$ cat config.mk
export PLATFORM = sky130hd
export DESIGN_NAME = btn_capture
export DESIGN_NICKNAME = d
export VERILOG_FILES = /design/src/rtl/btn_capture.sv
export SDC_FILE = /design/constraint.sdc
export NUM_CORES = 1
export LEC_CHECK = 0
export ABC_AREA = 1
export BUFFER_PORTS_ARGS = -buffer_cell sky130_fd_sc_hd__buf_4
export CAP_MARGIN = 20
export CELL_PAD_IN_SITES_DETAIL_PLACEMENT = 1
export CELL_PAD_IN_SITES_GLOBAL_PLACEMENT = 1
export CORE_MARGIN = 5
export CORE_UTILIZATION = 50
export DETAILED_ROUTE_END_ITERATION = 10
export PLACE_DENSITY = 0.94
export RECOVER_POWER = 25
export SLEW_MARGIN = 0
export SYNTH_ARGS = -nofsm -noshare
export SYNTH_HDL_FRONTEND = slang
export SYNTH_SLANG_ARGS = --single-unit
$ cat constraint.sdc
create_clock -name clk -period 6.5 [get_ports clk]
set_input_delay 0.975 -clock clk [delete_from_list [all_inputs] [get_ports clk]]
set_output_delay 0.975 -clock clk [all_outputs]
set_load 0.005 [all_outputs]
$ cat src/rtl/btn_capture.sv
// btn_capture: debounced pushbutton capture for the PL-to-PS input path.
//
// Each raw button passes through a 2-flop synchronizer and a per-bit debounce
// counter. A debounced rising level (a press) sets a sticky event flag. The PS
// clears that flag on the rising edge of the matching clr bit. A level
// interrupt, a wrapping press counter and the index of the last pressed
// button are also kept.
//
// Ports:
//   clk        in   single clock domain (pl_clk0)
//   rst_n      in   asynchronous active-low reset (pl_resetn0)
//   btn_in     in   raw buttons, active-high, asynchronous to clk
//   clr        in   per-button event clear, acts on its rising edge
//   btn_state  out  debounced button level
//   btn_event  out  sticky press flags
//   press_cnt  out  total presses across all buttons, modulo 256
//   last_btn   out  index of the most recently pressed button
//   irq        out  registered OR of btn_event
module btn_capture #(
    parameter int unsigned CLK_FREQ    = 100_000_000,
    parameter int unsigned DEBOUNCE_MS = 10,
    parameter int unsigned NUM_BTN     = 4
) (
    input  logic               clk,
    input  logic               rst_n,
    input  logic [NUM_BTN-1:0] btn_in,
    input  logic [NUM_BTN-1:0] clr,
    output logic [NUM_BTN-1:0] btn_state,
    output logic [NUM_BTN-1:0] btn_event,
    output logic [7:0]         press_cnt,
    output logic [2:0]         last_btn,
    output logic               irq
);

    localparam int unsigned DB_TICKS = CLK_FREQ / 1000 * DEBOUNCE_MS;
    localparam logic [31:0] DB_LAST  = 32'(DB_TICKS - 1);

    // Synchronizer stages; sync2_q is the synchronized button level.
    logic [NUM_BTN-1:0] sync1_q;
    logic [NUM_BTN-1:0] sync2_q;

    logic [NUM_BTN-1:0] state_q,  state_d;
    logic [31:0]        db_cnt_q [NUM_BTN];
    logic [31:0]        db_cnt_d [NUM_BTN];

    logic [NUM_BTN-1:0] clr_q;
    logic [NUM_BTN-1:0] event_q,  event_d;
    logic [7:0]         cnt_q,    cnt_d;
    logic [2:0]         last_q,   last_d;
    logic               irq_q;

    logic [NUM_BTN-1:0] press;
    logic [NUM_BTN-1:0] clr_edge;
    logic [7:0]         press_add;

    // Debounce: any cycle of agreement restarts the window; after DB_TICKS
    // consecutive cycles of disagreement the debounced level follows.
    always_comb begin
        state_d = state_q;
        press   = '0;
        for (int i = 0; i < NUM_BTN; i++) begin
            db_cnt_d[i] = db_cnt_q[i];
            if (sync2_q[i] == state_q[i]) begin
                db_cnt_d[i] = '0;
            end else if (db_cnt_q[i] == DB_LAST) begin
                state_d[i]  = sync2_q[i];
                db_cnt_d[i] = '0;
                // Disagreement with a new level of 1 means a 0->1 commit.
                press[i]    = sync2_q[i];
            end else begin
                db_cnt_d[i] = db_cnt_q[i] + 32'd1;
            end
        end
    end

    // Event flags, press counter and last index.
    always_comb begin
        clr_edge  = clr & ~clr_q;
        // Set has priority over a clear arriving on the same edge.
        event_d   = (event_q & ~clr_edge) | press;
        press_add = '0;
        last_d    = last_q;
        for (int i = 0; i < NUM_BTN; i++) begin
            press_add = press_add + 8'(press[i]);
        end
        // Walk downwards so the lowest pressed index is the one that sticks.
        for (int i = NUM_BTN - 1; i >= 0; i--) begin
            if (press[i]) begin
                last_d = 3'(i);
            end
        end
        cnt_d = cnt_q + press_add;
    end

    always_ff @(posedge clk or negedge rst_n) begin
        if (!rst_n) begin
            sync1_q <= '0;
            sync2_q <= '0;
            state_q <= '0;
            for (int i = 0; i < NUM_BTN; i++) begin
                db_cnt_q[i] <= '0;
            end
            clr_q   <= '0;
            event_q <= '0;
            cnt_q   <= '0;
            last_q  <= '0;
            irq_q   <= 1'b0;
        end else begin
            sync1_q <= btn_in;
            sync2_q <= sync1_q;
            state_q <= state_d;
            for (int i = 0; i < NUM_BTN; i++) begin
                db_cnt_q[i] <= db_cnt_d[i];
            end
            clr_q   <= clr;
            event_q <= event_d;
            cnt_q   <= cnt_d;
            last_q  <= last_d;
            irq_q   <= |event_q;
        end
    end

    assign btn_state = state_q;
    assign btn_event = event_q;
    assign press_cnt = cnt_q;
    assign last_btn  = last_q;
    assign irq       = irq_q;

endmodule
Word level (Yosys, flattened, before mapping)
Cells that the tools add are included.

cells by class
  add/sub/neg operators = 8
  $mul = 0
  div/mod/pow operators = 0
  $lt $le $gt $ge = 0
  equality and inequality tests = 8
  shifts and indexed selects = 0
  muxes and demuxes = 20
  bitwise operators = 9
  reductions and logical operators = 6

operators by type and width
  cell                                                               count
  32-bit 2-to-1 mux                                                  8
  32-bit by 1-bit adder with 32-bit output, second input constant    4
  32-bit by 20-bit == test with 1-bit output, second input constant  4
  3-bit 2-to-1 mux                                                   4
  8-bit by 4-bit adder with 8-bit output                             1
  4-bit AND                                                          2
  1-bit 2-to-1 mux                                                   8
  4-bit NOT                                                          2
  2-bit AND reduction                                                4
  3-bit by 1-bit adder with 4-bit output                             1
  1-bit == test                                                      4
  1-bit NOT                                                          4
  4-bit OR                                                           1
  4-bit nonzero test                                                 1
  4-bit OR reduction                                                 1
  2-bit by 1-bit adder with 3-bit output                             1
  1-bit by 1-bit adder with 2-bit output                             1

storage, ports and cells
  bits in registers = 160
  bits in latches = 0
  bits in writable memories = 0
  memory bits (read-only) = 0
  input port bits = 10
  output and inout port bits = 20
  memories kept = 0

Depth between registers and ports, before layout
Gate-level depths: netlist of the first run.

  depth after elaboration = 7
  depth in mapped cells = 19

Least setup slack after synthesis of the first run
No wires, ideal clock.

  kind = register to register
  start = register db_cnt_q[96] (netlist bit)
  end = register cnt_q[6], in the netlist press_cnt[6]
  data arrival time = 2711 ps
  data required time = 6377 ps
  path slack = 3666 ps
  stages on the path, launching flop included = 16
  path buffers = 0
  period minus slack after synthesis = 2834 ps
  cells stage by stage = dfrtp_1 -> ha_1 -> nand2_1 -> nor2_4 -> nand4_1 -> nor2_1 -> nand4_1 -> nand2_1 -> inv_1 -> ha_1 -> inv_1 -> fa_1 -> fa_1 -> nor2_1 -> nand3_1 -> xnor2_1

between the ends
  longest elaborated chain between the ends = 7

ends and longest elaborated chain
  element                                     RTL line  source
  start: declaration                          43        logic [31:0] db_cnt_q [NUM_BTN];
  start signal: indexed assignment            113       db_cnt_q[i] <= db_cnt_d[i];
  32-bit by 20-bit == test with 1-bit output  65        end else if (db_cnt_q[i] == DB_LAST) begin
  1-bit 2-to-1 mux                            65
  1-bit 2-to-1 mux                            63        if (sync2_q[i] == state_q[i]) begin
  1-bit by 1-bit adder with 2-bit output      84        press_add = press_add + 8'(press[i]);
  2-bit by 1-bit adder with 3-bit output      84
  3-bit by 1-bit adder with 4-bit output      84
  8-bit by 4-bit adder with 8-bit output      92        cnt_d = cnt_q + press_add;
  via cnt_d[6]                                48        logic [7:0] cnt_q, cnt_d;
  end signal: assignment                      117       cnt_q <= cnt_d;
  end: declaration                            48

The timed path passes the listed nets, and every way through them passes these cells.
A chain may end at the register's enable or synchronous reset.

Worst setup path in the final report of the first run
  start = register db_cnt_q[116] (netlist bit)
  end = register cnt_q[7], in the netlist press_cnt[7]

The elaborated chain is that of the path after synthesis.

==> run_results.csv, run 1 <==
group,metric,value,unit
outcome,status,"finished, final reports clean",
timing,slew_viol_final,0,
floorplanning,dieArea,20800,sq um
place,hpwl,19300,microns
routing,drc,0,
setup_path,critPathArrivalTime,3.74,ns
logic_synthesis,syn_inst,1186,
floorplanning,die_x,144,microns
floorplanning,ios,30,
global_routing,use_met3,5.95,%
routing,firstDrtPassIters,5,
timing,hold_viol,0,
cts,path_clk_slew,0.07,ns
timing,skew,0.0103,ns
setup_path,cp_cell_sequence,"inv_1, nand2_1, nor3_1, nand2_1, nor2_1, nand4_1, nand2_1, inv_1, ha_1, inv_1, fa_1, nor2_1, o21ai_0, nor3_1, nand3_1, xnor2_1",
place,placed_cell_area,9480,sq um
floorplanning,core_area,17800,sq um
logic_synthesis,synth_largest_area_cell,"dfrtp_1",
setup_path,crit_fanout,5,
routing,vias,8067,
routing,wl_per_cell,18.8,microns
cts,cts_hold_buf,0,
floorplanning,die_h,144,microns
logic_synthesis,synth.avg_cell_area,7.60,sq um
power,vdd_drop_max,0.200,mV
power,p_per_area,207,nW/um^2
global_routing,grt_util_met1,33.3,%
power,p_leak,4.22,nW
flow_run,cap_violations,0,
layout,n_fill_cell,2260,
global_routing,grt_max_degree,82,
power,seqPwrFrac,48.3,%
logic_synthesis,synth_cell_types,37,
setup_path,worstSetupStartpointType,"flip-flop",
routing,antenna_left,0,
logic_synthesis,synthFlopType,"dfrtp_1",
cts,cts_resized,0,
logic_synthesis,synth-edff-count,0,
cts,clk_latency,0.44,ns
power,pwr-share-comb,2.8,%
power,power.share.switching,23.6,%
place,numPortBuffers,28,
timing,setup_viol,0,
timing,holdWs,0.352,ns
timing,fmax,293,MHz
global_routing,antenna_found_initial,0,
layout,final_common_cell,"nor2_1",
logic_synthesis,async_flop_share,100,%
timing,rsz0062_at_grt,"no",
min_path,hp-class,"flip-flop to flip-flop",
timing,period_needed,3.42,ns
global_routing,grt_first_pass_wirelength,45400,microns
layout,nets,1243,
global_routing,grt_pass1_vias,8835,
timing,finalCritPeriodShare,52.6,%
routing,dr.first_iter.drc_count,517,
layout,final_area,10100,sq um
setup_path,worstPathRequired,6.82,ns
floorplanning,row_count,49,
layout,area.growth.synth_to_final,12.0,%
global_routing,met2_usage,49.0,%
logic_synthesis,yosys_warnings,0,
logic_synthesis,syn_area,9010,sq um
global_routing,grt_overflow,0,
logic_synthesis,synth_area_leaders,"dfrtp_1, nor2_1, nand2_1",
cts,root_buffer,"clkbuf_16",
logic_synthesis,ys_seq_area_share,44.1,%
cts,clk_path_buf_depth,2,
setup_path,path_class,"flip-flop to flip-flop",
timing,fin_setup_tns,0,ns
cts,cts_tree,"done",
global_routing,busiest_layer,"met2",
routing,routed_wl,27600,microns
setup_path,crit_family,"simple AND/OR/NAND/NOR gates",
power,power,2.09,mW
cts,postCtsSetupBuffers,0,
cts,cts_buffers,17,
cts,cts_max_level,4,
power,clock_power_share,48.9,%
logic_synthesis,synth_top_area_share,44.1,%
timing,maxSlewHeadroom,24.7,%
setup_path,cp_num_buf_inv,3,
floorplanning,start_util,50.5,%
setup_path,cpMaxStageDelayCell,"fa_1",
setup_path,max_stage_delay,0.47,ns
layout,drive_gt1_share,10.5,%
power,p_switching,494,uW
routing,vias_per_cell,5.50,
logic_synthesis,ys_seq_elements,159,
cts,clock-sinks,159,
timing,tightest_slew,1.13,ns
power,internal-power,1.60,mW
layout,final_cell_mix,"nor2_1, nand2_1, dfrtp_1, inv_1, xor2_1",
setup_path,crit_path_end_kind,"flip-flop",
global_routing,gr-usage-all-layers,28.0,%
place,gp_congestion,0.927,
logic_synthesis,syn_nets,1204,
layout,antenna_cells,0,
-- kinds of logic (layout without fill, tap and decap cells) --
family | count (synthesis) | in the layout | share of synthesized area [%]
and+or+nand+nor | 756 | 756 | 38.2
DFF | 159 | 159 | 44.1
buffers and inverters | 149 | 201 | 6.41
xor gates and xnor gates | 84 | 84 | 8.16
AOI/OAI and AO/OA | 29 | 29 | 1.82
adders and majority gates | 8 | 8 | 1.28
other | 1 | 1 | 0.0416
-- power groups by stage --
stage | Combinational [mW] | Sequential (mW) | Clock, mW
CTS | 0.0603 | 1.01 | 1.04
floorplan | 0.0257 | 1.02 | 0
finish | 0.0594 | 1.01 | 1.02
global placement | 0.0575 | 1.03 | 0
detailed placement | 0.0591 | 1.03 | 0
global route | 0.0685 | 1.01 | 1.08
-- Yosys cell counts, types with 3 or more instances --
cell type and count:
nor2_1 283, nand2_1 260, dfrtp_1 159, inv_1 130, xor2_1 63, nor3_1 61, nand3_1 39, nand4_1 33
xnor2_1 21, nor2_2 18, nor3_2 15, a21oi_1 13, nor3b_1 9, o21ai_0 8, clkbuf_1 7, nand3_2 7
nor2_4 7, ha_1 6, nand2_2 6, and3_1 5, buf_4 4, inv_2 4, nor3b_2 4, a211oi_1 3
a31oi_1 3, buf_2 3
-- path summary, 6_finish.rpt --
path / start / to / slack [ns] / cells after the start
max in group asynchronous: rst_n / db_cnt_q[85] / 4.84 / 3
worst max register to register: db_cnt_q[116] / press_cnt[7] / 3.08 / 16
worst min-delay path: sync1_q[2] / sync2_q[2] / 0.35 / 0
min in group asynchronous: rst_n / db_cnt_q[110] / 0.57 / 1
worst min register to register: sync1_q[2] / sync2_q[2] / 0.35 / 0
worst max-delay path: db_cnt_q[116] / press_cnt[7] / 3.08 / 16
-- worst reg2reg max path: cells and delay by family, from the launching register on --
| kind | cells | cell delay [ns] |
|---|---|---|
| buf+inv | 3 | 0.23 |
| compound gates | 1 | 0.18 |
| fa+ha+maj | 2 | 0.74 |
| simple gates | 9 | 1.53 |
| flops | 1 | 0.46 |
| xor+xnor | 1 | 0.15 |
-- per-layer routing --
| metal | wire length (microns) | part of all wire [%] |
|---|---|---|
| met4 | 1190 | 4.3 |
| met1 | 11200 | 41 |
| met2 | 14000 | 51 |
| met5 | 0 | 0 |
| met3 | 1210 | 4.4 |
-- sequential cells by signal, indices dropped and copies added (netlist names), 2 cells and up --
name and cells:
press_cnt 8, btn_state 4, db_cnt_q 128, btn_event 4, last_btn 2, sync2_q 4, clr_q 4, sync1_q 4
-- per-stage QoR --
| stage | std cells | utilization [%] | setup WS, ns |
|---|---|---|---|
| final | 1467 | 56.6 | 3.08 |
| after global routing | 1467 | 56.6 | 2.87 |
| after CTS | 1466 | 56.5 | 3.08 |
| after detailed placement | 1434 | 53.1 | 3.33 |
| after global placement | 1434 | 53.1 | 3.52 |
| after floorplan | 1186 | - | 3.67 |
-- cell type report --
cell class / count / area [sq um] / area share [%]
clock inverters: 10 / 100 / 0.992
inverters: 135 / 507 / 5.02
multi-input cells: 878 / 4460 / 44.2
repair buffers: 34 / 268 / 2.65
clock buffers: 22 / 494 / 4.90
well taps: 229 / 287 / 2.84
flip-flops and latches: 159 / 3980 / 39.4
Note: power is estimated with default switching activity, not from simulation.
==> inputs of run 2 (changes only) <==
--- a/config.mk
+++ b/config.mk
@@ -11,9 +11,9 @@
 export CELL_PAD_IN_SITES_DETAIL_PLACEMENT = 1
 export CELL_PAD_IN_SITES_GLOBAL_PLACEMENT = 1
 export CORE_MARGIN = 5
-export CORE_UTILIZATION = 50
+export CORE_UTILIZATION = 42
 export DETAILED_ROUTE_END_ITERATION = 10
-export PLACE_DENSITY = 0.94
+export PLACE_DENSITY = 0.85
 export RECOVER_POWER = 25
 export SLEW_MARGIN = 0
 export SYNTH_ARGS = -nofsm -noshare
==> constraint.sdc (replaced) <==
create_clock -name clk -period 3.1 [get_ports clk]
set_input_delay 0.465 -clock clk [delete_from_list [all_inputs] [get_ports clk]]
set_output_delay 0.465 -clock clk [all_outputs]
set_load 0.005 [all_outputs]
==> run_results.csv, run 2 (synthesized netlist as in run 1, its figures left out) <==
group,metric,value,unit
setup_path,worstPathRequired,3.42,ns
setup_path,r2r_cells,14,
floorplanning,start_util,42.7,%
floorplanning,dieArea,24500,sq um
min_path,hold_path.startpoint,"btn_in[0]",
floorplanning,die_h,157,microns
cts,clk_path_buf_depth,2,
floorplanning,row_count,53,
layout,drive_gt1_share,13.1,%
global_routing,gr-usage-all-layers,23.2,%
routing,antenna_left,0,
min_path,hold_end,"sync1_q[0]",
global_routing,antenna_found_initial,0,
routing,dr.first_iter.drc_count,478,
place,gp_congestion,0.945,
layout,largest_reg_flops,128,
setup_path,reg2reg_slack,0.23,ns
floorplanning,ios,30,
layout,antenna_cells,0,
cts,path_clk_slew,0.07,ns
routing,routed_wl,27000,microns
routing,wl_per_cell,17.5,microns
flow_run,cap_violations,1,
setup_path,cp.depth,14,
setup_path,r2r-start,"db_cnt_q[125]",
setup_path,cp_num_buf_inv,2,
cts,cts_max_level,4,
cts,root_buffer,"clkbuf_16",
outcome,status,"finished with violations",
timing,maxSlewHeadroom,-17.5,%
global_routing,grt_max_degree,69,
setup_path,crit_family,"adder cells",
layout,final_common_cell,"nor2_1",
setup_path,cpMaxStageDelayCell,"dfrtp_1",
global_routing,grt_pass1_vias,8705,
layout,top_register,"db_cnt_q",
setup_path,r2r-end,"press_cnt[6]",
cts,cts_tree,"done",
setup_path,crit_fanout,4,
timing,tightest_slew,1.76,ns
setup_path,crit_path_end_kind,"flip-flop",
routing,drc,0,
floorplanning,core_area,21100,sq um
routing,firstDrtPassIters,5,
timing,hold_viol,0,
min_path,hp-class,"input port to flip-flop",
setup_path,max_stage_delay,0.44,ns
setup_path,critPathArrivalTime,3.19,ns
cts,clk_latency,0.44,ns
timing,period_needed,2.87,ns
outcome,violations,"max-capacitance violations, max-slew violations",
setup_path,path_class,"flip-flop to flip-flop",
place,hpwl,20300,microns
setup_path,worstSetupStartpointType,"flip-flop",
floorplanning,die_x,157,microns
routing,vias,7997,
timing,slew_viol_final,69,
layout,utilization,49.2,%
min_path,whs_path_depth,1,
layout,nets,1269,
timing,fmax,349,MHz
timing,skew,0.0108,ns
global_routing,grt_overflow,0,
timing,finalCritPeriodShare,92.5,%
place,numPortBuffers,28,
timing,fin_setup_tns,0,ns
power,p_per_area,432,nW/um^2
layout,final_cell_mix,"nor2_1, nand2_1, dfrtp_1, inv_1, xor2_1",
cts,cts_buffers,17,
global_routing,grt_first_pass_wirelength,45100,microns
power,p_leak,4.36,nW
layout,area.growth.synth_to_final,15.1,%
cts,cts_hold_buf,0,
timing,holdWs,0.153,ns
routing,vias_per_cell,5.20,
setup_path,cp_cell_sequence,"nor2_1, and2_1, nand2_1, nor2_2, nand4_1, nand2_1, inv_1, ha_1, inv_1, fa_2, fa_2, nor2_4, nand3_1, xnor2_1",
timing,rsz0062_at_grt,"no",
timing,setup_viol,0,
power,vdd_drop_max,0.332,mV
cts,clock-sinks,159,
-- run 2: cell count changes in the layout (fill, tap and decap cells not counted), moves of 3 or more --
cell    delta
nor2_1     -4
nor3_1     -3
buf_4     +27
nor2_2     +3
nor3_2     +3
-- run 2: timing repair --
action	in CTS	in global routing
pin swaps	0	5
resized for setup	3	11
endpoints found under the setup margin	2	4
setup buffers	0	4
-- run 2: worst max path at each step --
stage	slack, ns	to	startpoint
floorplan	0.27	press_cnt[6]	db_cnt_q[96]
global placement	0.12	press_cnt[6]	db_cnt_q[111]
detailed placement	-0.1	press_cnt[6]	db_cnt_q[111]
CTS	0.004	press_cnt[6]	db_cnt_q[96]
global route	0.03	press_cnt[6]	db_cnt_q[96]
finish	0.23	press_cnt[6]	db_cnt_q[125]
-- run 2: power by group --
group | switching (mW) | internal (mW)
combinational | 0.0982 | 0.0291
clock | 0.909 | 1.34
sequential | 0.0187 | 2.10
-- run 2: cell type report --
cell class	count	area, sq um
well taps	275	344
fillers	2634	10700
clock inverters	12	158
repair buffers	60	430
flip-flops and latches	159	3980
multi-input cells	878	4500
clock buffers	20	467
inverters	135	507
-- run 2: layer usage --
layer	track usage [%]	share of wire, %	vias up
met5	0	0	-
met1	29.4	44	3942
met3	4.42	3.7	66
met4	8.06	2.9	0
li1	-	-	3842
met2	39.8	49	147
-- run 2: per-stage QoR --
| step | std cells | power, mW | worst slack (ns) | cell area [sq um] |
|---|---|---|---|---|
| 2_1_floorplan | 1186 | 2.20 | 0.266 | 9010 |
| 3_3_place_gp | 1503 | 2.28 | 0.122 | 9720 |
| 3_5_place_dp | 1503 | 2.29 | -0.0955 | 9720 |
| 4_1_cts | 1535 | 4.53 | 0.00412 | 10400 |
| 5_1_grt | 1539 | 4.63 | 0.0280 | 10400 |
| 6_report | 1539 | 4.49 | 0.234 | 10400 |
